===== src/rtl/plab4_net_router_output_sched.sv =====
// Output-port scheduler for one router output: round-robin packet arbitration over
// three inputs with wormhole locking and fixed dead time on security-domain changes.
module plab4_net_router_output_sched #(
    parameter int p_switch_lat = 2,
    parameter int p_cnt_w      = 4
) (
    input  logic       clk,
    input  logic       reset,
    input  logic [2:0] reqs,
    input  logic [2:0] req_domains,
    input  logic [2:0] req_tails,
    input  logic       out_rdy,
    output logic [2:0] grants,
    output logic       out_val,
    output logic [1:0] xbar_sel,
    output logic       out_domain,
    output logic       busy
);

    typedef enum logic [1:0] {
        ST_IDLE   = 2'd0,
        ST_LOCKED = 2'd1,
        ST_SWITCH = 2'd2
    } state_e;

    localparam logic [p_cnt_w-1:0] SW_INIT = p_cnt_w'(p_switch_lat - 1);

    state_e             state_q, state_d;
    logic [1:0]         prio_q, prio_d;
    logic [1:0]         lock_q, lock_d;
    logic [1:0]         pend_q, pend_d;
    logic [p_cnt_w-1:0] cnt_q, cnt_d;
    logic               dom_q, dom_d;
    logic [1:0]         last_sel_q, last_sel_d;

    logic [1:0] scan1_s, scan2_s;
    logic       win_vld_s;
    logic [1:0] win_s;
    logic       try_s;
    logic [1:0] port_s;
    logic       xfer_s;

    // Modulo-3 increment; port index 3 never occurs.
    function automatic logic [1:0] inc3(input logic [1:0] p);
        case (p)
            2'd0:    inc3 = 2'd1;
            2'd1:    inc3 = 2'd2;
            default: inc3 = 2'd0;
        endcase
    endfunction

    // Round-robin winner starting at the priority pointer
    always_comb begin
        scan1_s   = inc3(prio_q);
        scan2_s   = inc3(scan1_s);
        win_vld_s = 1'b0;
        win_s     = 2'd0;
        if (reqs[prio_q]) begin
            win_vld_s = 1'b1;
            win_s     = prio_q;
        end else if (reqs[scan1_s]) begin
            win_vld_s = 1'b1;
            win_s     = scan1_s;
        end else if (reqs[scan2_s]) begin
            win_vld_s = 1'b1;
            win_s     = scan2_s;
        end else begin
            win_vld_s = 1'b0;
            win_s     = 2'd0;
        end
    end

    // Candidate grant: try_s means a grant would issue if out_rdy were high
    always_comb begin
        try_s  = 1'b0;
        port_s = 2'd0;
        case (state_q)
            ST_IDLE: begin
                if (win_vld_s && (req_domains[win_s] == dom_q)) begin
                    try_s  = 1'b1;
                    port_s = win_s;
                end else begin
                    try_s  = 1'b0;
                    port_s = 2'd0;
                end
            end
            ST_LOCKED: begin
                if (reqs[lock_q]) begin
                    try_s  = 1'b1;
                    port_s = lock_q;
                end else begin
                    try_s  = 1'b0;
                    port_s = 2'd0;
                end
            end
            default: begin
                try_s  = 1'b0;
                port_s = 2'd0;
            end
        endcase
    end

    assign xfer_s     = try_s & out_rdy & ~reset;
    assign grants     = xfer_s ? (3'b001 << port_s) : 3'b000;
    assign out_val    = |grants;
    assign xbar_sel   = try_s ? port_s : last_sel_q;
    assign out_domain = dom_q;
    assign busy       = (state_q != ST_IDLE);

    // Next-state logic
    always_comb begin
        state_d    = state_q;
        prio_d     = prio_q;
        lock_d     = lock_q;
        pend_d     = pend_q;
        cnt_d      = cnt_q;
        dom_d      = dom_q;
        last_sel_d = xfer_s ? port_s : last_sel_q;
        case (state_q)
            ST_IDLE: begin
                if (!win_vld_s) begin
                    state_d = ST_IDLE;
                end else if (req_domains[win_s] != dom_q) begin
                    pend_d  = win_s;
                    cnt_d   = SW_INIT;
                    state_d = ST_SWITCH;
                end else if (out_rdy) begin
                    if (req_tails[win_s]) begin
                        prio_d = inc3(win_s);
                    end else begin
                        lock_d  = win_s;
                        state_d = ST_LOCKED;
                    end
                end else begin
                    state_d = ST_IDLE;
                end
            end
            ST_LOCKED: begin
                if (xfer_s && req_tails[lock_q]) begin
                    prio_d  = inc3(lock_q);
                    state_d = ST_IDLE;
                end else begin
                    state_d = ST_LOCKED;
                end
            end
            ST_SWITCH: begin
                if (cnt_q != {p_cnt_w{1'b0}}) begin
                    cnt_d = cnt_q - {{(p_cnt_w-1){1'b0}}, 1'b1};
                end else begin
                    dom_d   = req_domains[pend_q];
                    prio_d  = pend_q;
                    state_d = ST_IDLE;
                end
            end
            default: begin
                state_d = ST_IDLE;
            end
        endcase
    end

    // State registers with synchronous reset
    always_ff @(posedge clk) begin
        if (reset) begin
            state_q    <= ST_IDLE;
            prio_q     <= 2'd0;
            lock_q     <= 2'd0;
            pend_q     <= 2'd0;
            cnt_q      <= {p_cnt_w{1'b0}};
            dom_q      <= 1'b0;
            last_sel_q <= 2'd0;
        end else begin
            state_q    <= state_d;
            prio_q     <= prio_d;
            lock_q     <= lock_d;
            pend_q     <= pend_d;
            cnt_q      <= cnt_d;
            dom_q      <= dom_d;
            last_sel_q <= last_sel_d;
        end
    end

endmodule

===== config.mk =====
export PLATFORM = sky130hd
export DESIGN_NAME = plab4_net_router_output_sched
export DESIGN_NICKNAME = d
export VERILOG_FILES = /design/src/rtl/plab4_net_router_output_sched.sv
export SDC_FILE = /design/constraint.sdc
export NUM_CORES = 1
export LEC_CHECK = 0
export BUFFER_PORTS_ARGS = -buffer_cell sky130_fd_sc_hd__buf_4
export CAP_MARGIN = 20
export CORE_MARGIN = 3
export CORE_UTILIZATION = 59
export CTS_BUF_LIST = sky130_fd_sc_hd__clkbuf_8
export CTS_CLUSTER_DIAMETER = 100
export CTS_CLUSTER_SIZE = 12
export DETAILED_ROUTE_END_ITERATION = 10
export PLACE_DENSITY = 0.92
export SETUP_SLACK_MARGIN = 0.4
export SYNTH_ARGS = -nofsm -noshare
export SYNTH_HDL_FRONTEND = slang
export SYNTH_SLANG_ARGS = --single-unit

===== constraint.sdc =====
create_clock -name clk -period 2.8 [get_ports clk]
set_input_delay 0.28 -clock clk [delete_from_list [all_inputs] [get_ports clk]]
set_output_delay 0.28 -clock clk [all_outputs]
set_load 0.005 [all_outputs]

==> impl_metrics.json <==
{
  "outcome": "finished clean",
  "grt_max_degree": 20,
  "area_growth_pct": 24.84,
  "fmax_ghz": 0.4102,
  "seq_area_um2": 311.5,
  "endpoint": "xbar_sel[1]",
  "syn_inst": 179,
  "ys_seq_elements": 15,
  "wl_per_cell_um": 17.51,
  "crit_chain": "nand2b_4 -> a21oi_4 -> nand3b_1 -> a21oi_2 -> and3b_2 -> o21ai_4 -> buf_6 -> o21bai_1 -> buf_4",
  "p_leak_uw": 0.0007079,
  "finalClockSkew_ps": 8.124,
  "irDropWorstVdd_v": 0.0006821,
  "gp_congestion": 0.9020,
  "drt-initial-drc-count": 68,
  "yosys_warnings": 0,
  "finalSetupViolCount": 0,
  "grt_pass1_vias": 1289,
  "critical_path_class": "register to output pin",
  "worstHoldStart": "out_rdy",
  "cap_viol_max_count": 0,
  "grt_usage_pct": 26.66,
  "synth.top_cell.area_share_pct": 21.92,
  "drc": 0,
  "num_vias": 1492,
  "async_flop_share_pct": 0,
  "viasPerCell": 6.515,
  "clockBufferDepth": 2,
  "worstMarginPinSlew_ps": 467.9,
  "synth_area_um2": 1370,
  "avgSynthCellArea_um2": 7.654,
  "final_antenna_net_count": 0,
  "syn-num-nets": 197,
  "clock_sinks": 15,
  "worst_path_max_delay_cell": "dfxtp_4",
  "cp-end-kind": "output pin",
  "synth_edf_count": 0,
  "start_util_pct": 65.81,
  "maxSlewHeadroom_pct": 68.74,
  "yosys.area.top_type": "dfxtp_1",
  "synthTopCellsByArea": "dfxtp_1 (22%), ha_1 (5.5%), mux2i_1 (5.1%)",
  "r2r_cells": 9,
  "hold_path.class": "input port to register",
  "io_buffers": 19,
  "ys_top_cells_by_count": "nand2_1 (17), inv_1 (16), dfxtp_1 (15), nor2_1 (15)",
  "instances_no_fill": 229,
  "cts_root_buffer": "clkbuf_8",
  "worstSkewPairLatency_ps": 260,
  "cts_tree": "done",
  "h-tree-depth": 1,
  "dp_cells": 215,
  "hold_viol": 0,
  "pre_cts_slack_ps": 337.9,
  "die_h_um": 54.19,
  "finalSetupTns_ps": 0,
  "n_fill_cell": 139,
  "rsz0062_at_grt": "yes",
  "layout_setup_ws_ps": 361.9,
  "grt_overflow": 0,
  "rrSetupSlack_ps": 410,
  "synthFlopType": "dfxtp_1",
  "num-nets-final": 221,
  "critical-path-max-stage-delay_ps": 390,
  "r2r-start": "prio_q[0]$_SDFFE_PP0P_",
  "row_count": 16,
  "post-synth-top-count-cell": "nand2_1",
  "powerDensity_nw_per_um2": 965.6,
  "drive_gt1_share_pct": 33.17,
  "num_antenna_cells": 0,
  "wirelength_um": 4009,
  "drv_slew": 0,
  "arrival_ps": 2160,
  "antenna_found_initial": 0,
  "grt_pass1_wl_um": 5630,
  "die_w_um": 54.19,
  "ios": 20,
  "cp-start-kind": "register",
  "cp_max_fo": 5,
  "reg2reg_to": "prio_q[0]$_SDFFE_PP0P_",
  "post-route-period-util_pct": 87.07,
  "coreArea_um2": 2082,
  "hpwl_um": 2634,
  "clkTransAtPathRegs_ps": 70,
  "die_area_um2": 2937,
  "first_pass_iters": 5,
  "min_period_ps": 2438,
  "multi_input_area_um2": 1040,
  "cts_made_buffers": 3,
  "crit_start": "prio_q[0]$_SDFFE_PP0P_",
  "cp.required_ps": 2520,
  "ys_types": 52,
  "seq_area_frac_synth_pct": 21.92
}
==> metrics by stage <==
stage	util (%)	instance area, µm²	hold slack [ps]	total power (µW)
2_1_floorplan	-	1370	448.0	1026
3_3_place_gp	71.33	1485	464.2	1191
3_5_place_dp	71.33	1485	479.9	1227
4_1_cts	76.38	1590	280.4	1481
5_1_grt	82.15	1710	298.7	1743
6_report	82.15	1710	279.6	1652
==> layout make-up <==
type	instances	area share (%)
flip-flops and latches	15	18.22
clock inverters	1	0.2926
repair buffers	29	12.80
well taps	27	1.975
inverters	16	3.511
multi-input cells	138	60.79
clock buffers	3	2.414
==> layer usage <==
layer	wire length, µm	global-route usage, %
met5	0	0
met4	148	17.01
met3	422	5.540
met2	1868	41.24
met1	1570	33.17
==> critical path: cells and delay by family, from the launching register on <==
| family | cells | cell delay (ps) |
|---|---|---|
| AO/OA/AOI/OAI | 4 | 570 |
| AND/OR/NAND/NOR | 3 | 680 |
| flip-flops | 1 | 390 |
| buffers and inverters | 2 | 250 |
==> cells in the final DEF, fill, tap and decap left out, types with 3 or more instances in the layout <==
cell	instances
buf_4	27
nor2b_1	5
inv_2	3
nand3b_1	3
inv_1	13
a211oi_1	3
a21oi_1	11
nand2_1	17
dfxtp_1	10
dfxtp_2	3
nand4b_1	3
nor3_1	4
ha_1	5
nor2_1	14
and3_1	3
mux2i_1	7
clkbuf_8	3
a31oi_1	4
o21ai_0	11
==> power breakdown <==
part           switching, µW  internal, µW  total, µW
logic                    579           505       1080
registers               89.7           287        377
clock network           91.7          99.0        191
total                    761           891       1650
==> registers in the layout (all words and copies together) (netlist names) <==
signal      flops
cnt_q           4
last_sel_q      2
lock_q          2
out_domain      1
pend_q          2
prio_q          2
state_q         2
==> what timing repair did <==
| item | in CTS | in global routing |
|---|---|---|
| endpoints found under the setup margin | 7 | 7 |
| gates resized for setup | 12 | 19 |
| hold buffers | 0 | 0 |
| pin swaps | 4 | 5 |
| setup buffers | 3 | 7 |
==> worst min-delay path by stage <==
stage | to | slack, ps | depth (start not counted)
2_1_floorplan | cnt_q[3]$_SDFFE_PP0P_ | 450 | 2
3_3_place_gp | cnt_q[3]$_SDFFE_PP0P_ | 460 | 2
3_5_place_dp | cnt_q[3]$_SDFFE_PP0P_ | 480 | 2
4_1_cts | last_sel_q[0]$_SDFFE_PP0P_ | 280 | 2
5_1_grt | last_sel_q[0]$_SDFFE_PP0P_ | 300 | 2
6_report | last_sel_q[0]$_SDFFE_PP0P_ | 280 | 2
==> cell families after synthesis <==
group,after synthesis,synth area share (%)
xor gates and xnor gates,1,0.6394
buffers and inverters,26,8.859
and+or+nand+nor,68,27.03
adders and majority gates,6,5.479
DFF,15,21.92
AOI/OAI and AO/OA,54,29.04
muxes,9,7.032
Note: power is estimated with default switching activity, not from simulation.
